--- config.mk ---
export PLATFORM = sky130hd
export DESIGN_NAME = huffman_encoder_packer
export DESIGN_NICKNAME = d
export VERILOG_FILES = /design/src/rtl/huffman_encoder_packer.sv
export SDC_FILE = /design/constraint.sdc
export NUM_CORES = 1
export LEC_CHECK = 0
export ABC_AREA = 1
export BUFFER_PORTS_ARGS = -buffer_cell sky130_fd_sc_hd__buf_4
export CORE_UTILIZATION = 27
export DETAILED_ROUTE_END_ITERATION = 8
export PLACE_DENSITY_LB_ADDON = 0.08
export SETUP_SLACK_MARGIN = 0.1
export SLEW_MARGIN = 20
export SYNTH_ARGS = -nofsm -noshare
export SYNTH_HDL_FRONTEND = slang
export SYNTH_SLANG_ARGS = --single-unit
--- constraint.sdc ---
create_clock -name clk -period 2.3 [get_ports clk]
set_input_delay 0.23 -clock clk [delete_from_list [all_inputs] [get_ports clk]]
set_output_delay 0.23 -clock clk [all_outputs]
set_load 0.05 [all_outputs]
--- src/rtl/huffman_encoder_packer.sv ---
// Huffman prefix encoder for signed 4-bit symbols, packing code bits MSB-first into chunks.
// Optional statistics counters are enabled with `define HUFF_ENC_STATS_EN.
module huffman_encoder_packer #(
  parameter int MAX_CODE = 9,
  parameter int CHUNK_W  = 4
) (
  input  logic              clk,
  input  logic              reset_n,
  input  logic signed [3:0] sym,
  input  logic              sym_valid,
  output logic              sym_ready,
  input  logic              flush,
  output logic [3:0]        out_bits,
  output logic [2:0]        out_len,
  output logic              out_valid,
  input  logic              out_ready,
  output logic              flush_done
`ifdef HUFF_ENC_STATS_EN
  ,
  output logic [15:0]       sym_count,
  output logic [19:0]       bit_count_total
`endif
);

  localparam int         BUF_W   = MAX_CODE + CHUNK_W - 1;
  localparam logic [3:0] CHUNK_C = 4'(CHUNK_W);
  localparam logic [3:0] ACC_LIM = 4'(BUF_W - MAX_CODE);

  localparam logic [1:0] ST_RUN   = 2'd0;
  localparam logic [1:0] ST_FLUSH = 2'd1;
  localparam logic [1:0] ST_DONE  = 2'd2;

  // Returns {len[3:0], code[8:0]} with the code left-aligned in 9 bits.
  function automatic logic [12:0] encode(input logic signed [3:0] s);
    logic [3:0] mag;
    logic [8:0] code;
    logic [3:0] len;
    mag = s[3] ? 4'(-s) : 4'(s);
    if (s == 4'sd0) begin
      code = 9'd0;
      len  = 4'd1;
    end else if (s == -4'sd8) begin
      code = 9'b111111110;
      len  = 4'd9;
    end else begin
      code = ~(9'h1FF >> mag);
      code = code | (s[3] ? (9'h100 >> (mag + 4'd1)) : 9'h000);
      len  = mag + 4'd2;
    end
    return {len, code};
  endfunction

`ifdef HUFF_ENC_STATS_EN
  function automatic logic [15:0] sat_inc16(input logic [15:0] x);
    return (x == 16'hFFFF) ? x : x + 16'd1;
  endfunction

  function automatic logic [19:0] sat_add20(input logic [19:0] x, input logic [3:0] l);
    logic [20:0] sum;
    sum = {1'b0, x} + 21'(l);
    return sum[20] ? 20'hFFFFF : sum[19:0];
  endfunction
`endif

  logic [BUF_W-1:0]   acc, acc_a, acc_n;
  logic [3:0]         cnt, cnt_a, cnt_n;
  logic [1:0]         state, state_n;
  logic [12:0]        enc;
  logic [3:0]         enc_len;
  logic [BUF_W-1:0]   code_wide;
  logic [CHUNK_W-1:0] chunk;
  logic               can_load, emit_full, emit_part, accept;

  assign enc       = encode(sym);
  assign enc_len   = enc[12:9];
  assign code_wide = BUF_W'(enc[8:0]) << (BUF_W - 9);
  assign chunk     = acc[BUF_W-1 -: CHUNK_W];

  assign sym_ready  = (state == ST_RUN) && (cnt <= ACC_LIM);
  assign accept     = sym_valid && sym_ready;
  assign can_load   = !out_valid || out_ready;
  assign emit_full  = can_load && (cnt >= CHUNK_C);
  assign emit_part  = can_load && (state == ST_FLUSH) && (cnt != 4'd0) && (cnt < CHUNK_C);
  assign flush_done = (state == ST_DONE);

  // Drain first, then append the new code directly below the remaining bits.
  always_comb begin
    acc_a = acc;
    cnt_a = cnt;
    if (emit_full) begin
      acc_a = acc << CHUNK_W;
      cnt_a = cnt - CHUNK_C;
    end else if (emit_part) begin
      acc_a = '0;
      cnt_a = 4'd0;
    end
    acc_n = acc_a;
    cnt_n = cnt_a;
    if (accept) begin
      acc_n = acc_a | (code_wide >> cnt_a);
      cnt_n = cnt_a + enc_len;
    end
  end

  always_comb begin
    state_n = state;
    case (state)
      ST_RUN:   if (flush) state_n = ST_FLUSH;
      ST_FLUSH: if ((cnt == 4'd0) && can_load) state_n = ST_DONE;
      ST_DONE:  state_n = ST_RUN;
      default:  state_n = ST_RUN;
    endcase
  end

  always_ff @(posedge clk or negedge reset_n) begin
    if (!reset_n) begin
      acc       <= '0;
      cnt       <= 4'd0;
      state     <= ST_RUN;
      out_valid <= 1'b0;
      out_bits  <= 4'd0;
      out_len   <= 3'd0;
    end else begin
      acc   <= acc_n;
      cnt   <= cnt_n;
      state <= state_n;
      if (emit_full) begin
        out_bits  <= 4'(chunk);
        out_len   <= 3'(CHUNK_W);
        out_valid <= 1'b1;
      end else if (emit_part) begin
        out_bits  <= 4'(chunk >> (CHUNK_C - cnt));
        out_len   <= cnt[2:0];
        out_valid <= 1'b1;
      end else if (out_ready) begin
        out_valid <= 1'b0;
      end
    end
  end

`ifdef HUFF_ENC_STATS_EN
  always_ff @(posedge clk or negedge reset_n) begin
    if (!reset_n) begin
      sym_count       <= 16'd0;
      bit_count_total <= 20'd0;
    end else if (accept) begin
      sym_count       <= sat_inc16(sym_count);
      bit_count_total <= sat_add20(bit_count_total, enc_len);
    end
  end
`endif

endmodule

# After elaboration in Yosys (flattened, before gate mapping)
# Index checks and enable logic that the tools add are counted.
# classes
reduce_logical	16
muxes	22
n_addsub	6
magnitude_cmp	3
shift	4
n_bitwise	3
eq_ne	5
# op_table
operator	count
12-bit 2-to-1 mux	3
4-bit 2-to-1 mux	8
9-bit 2-to-1 mux	3
9-bit by 4-bit >> shifter with 9-bit output (first input constant)	2
12-bit OR	1
12-bit by 4-bit >> shifter with 12-bit output	1
9-bit inverter	1
9-bit OR	1
4-bit zero test	2
1-bit logical AND	7
3-bit 2-to-1 mux	2
4-bit by 1-bit adder with 4-bit output (second input constant)	1
4-bit by 2-bit adder with 4-bit output (second input constant)	1
4-bit adder	1
4-bit equality test (second input constant)	1
4-bit by 3-bit greater-or-equal comparator with 1-bit output (second input constant)	1
4-bit by 2-bit less-or-equal comparator with 1-bit output (second input constant)	1
4-bit by 3-bit < comparator with 1-bit output (second input constant)	1
2-bit 2-to-1 mux	2
4-bit negation	1
2-bit case mux with 2 select lines	1
4-bit nonzero test	1
4-bit by 4-bit >> shifter with 4-bit output	1
3-bit by 4-bit subtractor with 4-bit output (first input constant)	1
other kinds (12)	14
# word_totals
regBits	26

# Depth between registers and ports, before layout
# logic_depth
depth_word	11
ltp_mapped	20
mapped_depth_nobuf	20

# Worst setup path before layout
# No wires, ideal clock.
# synth_path
kind	reg2reg
from	reg cnt[3]
to	reg cnt[3]
path_slack_ps	-181
t_arrival_ps	2362
setup_ps	118
stages_incl_launch_ff	17
path_cell_list	dfrtp_1 inv_1 ha_1 inv_2 nand2_4 inv_2 nand2_1 nand2_1 buf_2 ha_1 nand2_1 nor2_1 a211oi_1 a21oi_1 o21ai_0 xor2_1 inv_1
# synth_between
elab_chain_cells	7
# synth_lines
item	line_no	text
start: declaration	66	logic [3:0] cnt, cnt_a, cnt_n;
start signal: assignment	125	cnt <= cnt_n;
parallel branches: the longest is 6 deep, another holds 4-bit by 3-bit < comparator with 1-bit output	--	
4-bit 2-to-1 mux (*)	99	if (accept) begin
net cnt_n[3]	66	
# Mark *: on every way through the listed nets, which the timed path passes.
# A chain may end at the register's enable or synchronous reset.

# Worst setup path after layout
# layout_path
from	reg cnt[2]
to	reg cnt[3]
# Same word-level chain as after synthesis.

==> summary.txt <==
Max VDD drop - 0.335 mV
drt wl/cell - 12.1 µm
Final ANT Viol Nets - 0
CP Max Fanout - 6
worst skew pair latency - 0.28 ns
hold_ws - 0.173 ns
Sw Pwr - 1940 µW
Worst setup EP type - flop
final instance area - 2840 µm²
global route overflow - 0
Layout Cells excl Fill - 478
Worst Clk Skew - 0.00471 ns
Mapped Nets - 352
Flop pwr share - 18.9%
Slew Limit Headroom - 73.4%
Syn Area/Cell - 6.77 µm²
Setup Viol. Count Final - 0
drt pass-1 iters - 4
HP Class - primary input to flop
fin nets - 396
initial antenna violation count - 0
cell area after synthesis - 2250 µm²
Buf/Inv on CP - 4
Post-DP Area - 2690 µm²
DRT Wirelength - 5780 µm
CP arrival - 2.26 ns
vias in the first global route - 2162
EDFF count, synth - 0
Root Driver - clkbuf_8
worst-margin pin slew - 0.397 ns
final worst-path cycle share - 90.4%
TritonCTS clock tree - built
Initial Util - 28.6%
crit path time final - 2.08 ns
vias post-DR - 2231
Gate Count Post-Synth - 333
Sw Share - 50.7%
share of cells above drive strength 1 - 28.2%
status - completed
Placer Congestion - 0.809
Vert. Die Dim - 93.4 µm
PortBufs - 18
Yosys cell types - 36
Ys Warns - 0
# Max-Cap Violations - 0
DP HPWL - 4680 µm
Max Slew Vio Count - 0
Iter 0 DRT Violations - 99
Max clock buf depth - 2
f_max - 0.481 GHz
most frequent cell on the critical path - inv_2
full die area - 8720 µm²
Total Routing Usage GR - 14.6%
antenna cells - 0
RSZ-0062 raised after global routing - true
I/O Pins - 19
kind of critical path - flop to flop
Via-to-Cell Ratio - 4.67
Num CTS Buffers - 3
H-tree depth - 1
Sink Count - 26
CP Launch Type - flop
global-route wire length before repair - 10100 µm
Critical Path, Cell by Cell - inv_2 -> ha_4 -> inv_2 -> nand2_4 -> inv_2 -> nand2_1 -> nand2_2 -> ha_4 -> nand2_1 -> nor2_1 -> a211oi_2 -> a21oi_1 -> o21ai_1 -> xor2_1 -> inv_1
Final Core Density - 36.0%
core area - 7890 µm²
Yosys reg bits - 26
Die Width - 93.4 µm
Area growth syn-to-layout - 25.8%
main flop type after synthesis - dfrtp_1
largest net degree at the start of global routing - 27
Logic pwr share - 70.8%
placed cells - 467
# rows - 32
family with the most delay on the worst path - adder cells
Async S/R FF share, synth - 100%
leakage power - 0.00142 µW
P_int - 1890 µW
Clk pwr share - 10.3%
Clock transition at path regs - 0.10 ns
data required time of the critical path - 2.48 ns
Fin. Hold Viols - 0
Seq/Total Area, Yosys - 28.9%
Remaining DRCs - 0
PwrDens - 1350 nW/µm²
largest stage delay on the critical path - 0.40 ns
CP max stage cell - dfrtp_1
## worst reg2reg max path, stage by stage, from the launching register on
cell,delay (ns)
dfrtp_1,0.40
inv_2,0.12
ha_4,0.19
inv_2,0.05
nand2_4,0.11
inv_2,0.05
nand2_1,0.06
nand2_2,0.09
ha_4,0.26
nand2_1,0.06
nor2_1,0.04
a211oi_2,0.17
a21oi_1,0.09
o21ai_1,0.10
xor2_1,0.15
inv_1,0.05
## power groups by stage
stage / logic [µW] / clock network [µW] / registers (µW)
4_1_cts: 2670 / 407 / 727
6_report: 2710 / 393 / 724
5_1_grt: 3030 / 414 / 749
3_5_place_dp: 2640 / 0 / 741
3_3_place_gp: 2660 / 0 / 733
2_1_floorplan: 1790 / 0 / 908
## layer usage
metal	track usage (%)	part of all wire [%]	up-vias
met5	0	0	-
met3	0.976	2.5	6
met1	18.9	47	1016
met2	26.4	49	41
met4	3.59	1.2	0
li1	-	-	1168
## state kept, by name (all words and copies together), names as in the netlist
signal	count
acc	12
cnt	4
out_bits	4
out_len	3
state	2
out_valid	1
## cells in the final DEF, fill, tap and decap left out, drive strengths merged
master / netlist / routed
xor2: 3 / 3
inv: 37 / 37
clkbuf: 2 / 3
nor3: 2 / 2
and2: 1 / 1
nand4: 2 / 2
nor2: 27 / 27
dlygate4sd3: 0 / 1
o21ai: 14 / 14
buf: 5 / 45
a21oi: 8 / 8
dfrtp: 26 / 26
a31oi: 2 / 2
or2: 1 / 1
nand3: 57 / 57
bufinv: 0 / 1
o211ai: 7 / 7
o2111ai: 1 / 1
a22o: 1 / 1
ha: 9 / 9
nand2: 125 / 125
a211oi: 1 / 1
fa: 1 / 1
o22ai: 1 / 1
## stage by stage
stage | TNS, ns | worst slack [ns] | total power, µW
2_1_floorplan | 0 | 0.0373 | 2700
3_3_place_gp | -0.0481 | -0.0481 | 3390
3_5_place_dp | -0.0551 | -0.0551 | 3380
4_1_cts | 0 | 0.113 | 3800
5_1_grt | 0 | 0.0908 | 4200
6_report | 0 | 0.222 | 3830
## cell families after synthesis
kind of cell	count (synthesis)	synth area share, %
simple gates	215	44.8
buf+inv	44	9.05
compound gates	35	10.3
flops	26	28.9
fa+ha+maj	10	5.88
xor+xnor	3	1.17
## cells in the mapped netlist, types with 2 or more instances
| cell | number | share of area [%] |
|---|---|---|
| a21oi_1 | 7 | 1.6 |
| a31oi_1 | 2 | 0.55 |
| buf_6 | 2 | 1.0 |
| clkbuf_1 | 2 | 0.33 |
| dfrtp_1 | 26 | 29 |
| ha_1 | 9 | 5.0 |
| inv_1 | 25 | 4.2 |
| inv_2 | 11 | 1.8 |
| nand2_1 | 114 | 19 |
| nand2_2 | 6 | 1.7 |
| nand2_4 | 5 | 2.5 |
| nand3_1 | 54 | 12 |
| nand3_2 | 2 | 0.89 |
| nand4_1 | 2 | 0.55 |
| nor2_1 | 20 | 3.3 |
| nor2_2 | 4 | 1.1 |
| nor2_4 | 3 | 1.5 |
| o211ai_1 | 7 | 2.3 |
| o21ai_0 | 12 | 2.7 |
| o21ai_2 | 2 | 0.78 |
| xor2_1 | 3 | 1.2 |
## what timing repair did
action | 4_1_cts | 5_1_grt
hold endpoints to repair | 26 | 0
setup endpoints to repair | 1 | 3
buffers inserted | 1 | 5
gates resized for setup | 0 | 7
hold buffers | 1 | 0
pin swaps | 0 | 4
## cell type report
| type | count | area (µm²) |
|---|---|---|
| Fill cell | 850 | 5050 |
| Clock buffer | 3 | 41.3 |
| Multi-Input combinational cell | 263 | 1490 |
| Clock inverter | 1 | 30.0 |
| Inverter | 37 | 144 |
| Tap cell | 102 | 128 |
| Sequential cell | 26 | 653 |
| Timing Repair Buffer | 46 | 348 |
## final timing paths
path / from / endpoint / slack (ns) / cells past startpoint
worst max-delay path: cnt[2] / cnt[3] / 0.22 / 15
worst min-delay path: flush / state[0] / 0.17 / 2
worst max register to register: cnt[2] / cnt[3] / 0.22 / 15
worst min register to register: acc[2] / acc[2] / 0.49 / 2
max in group asynchronous: reset_n / out_valid / 1.64 / 2
min in group asynchronous: reset_n / state[0] / 0.39 / 2
Note: power is estimated with default switching activity, not from simulation.
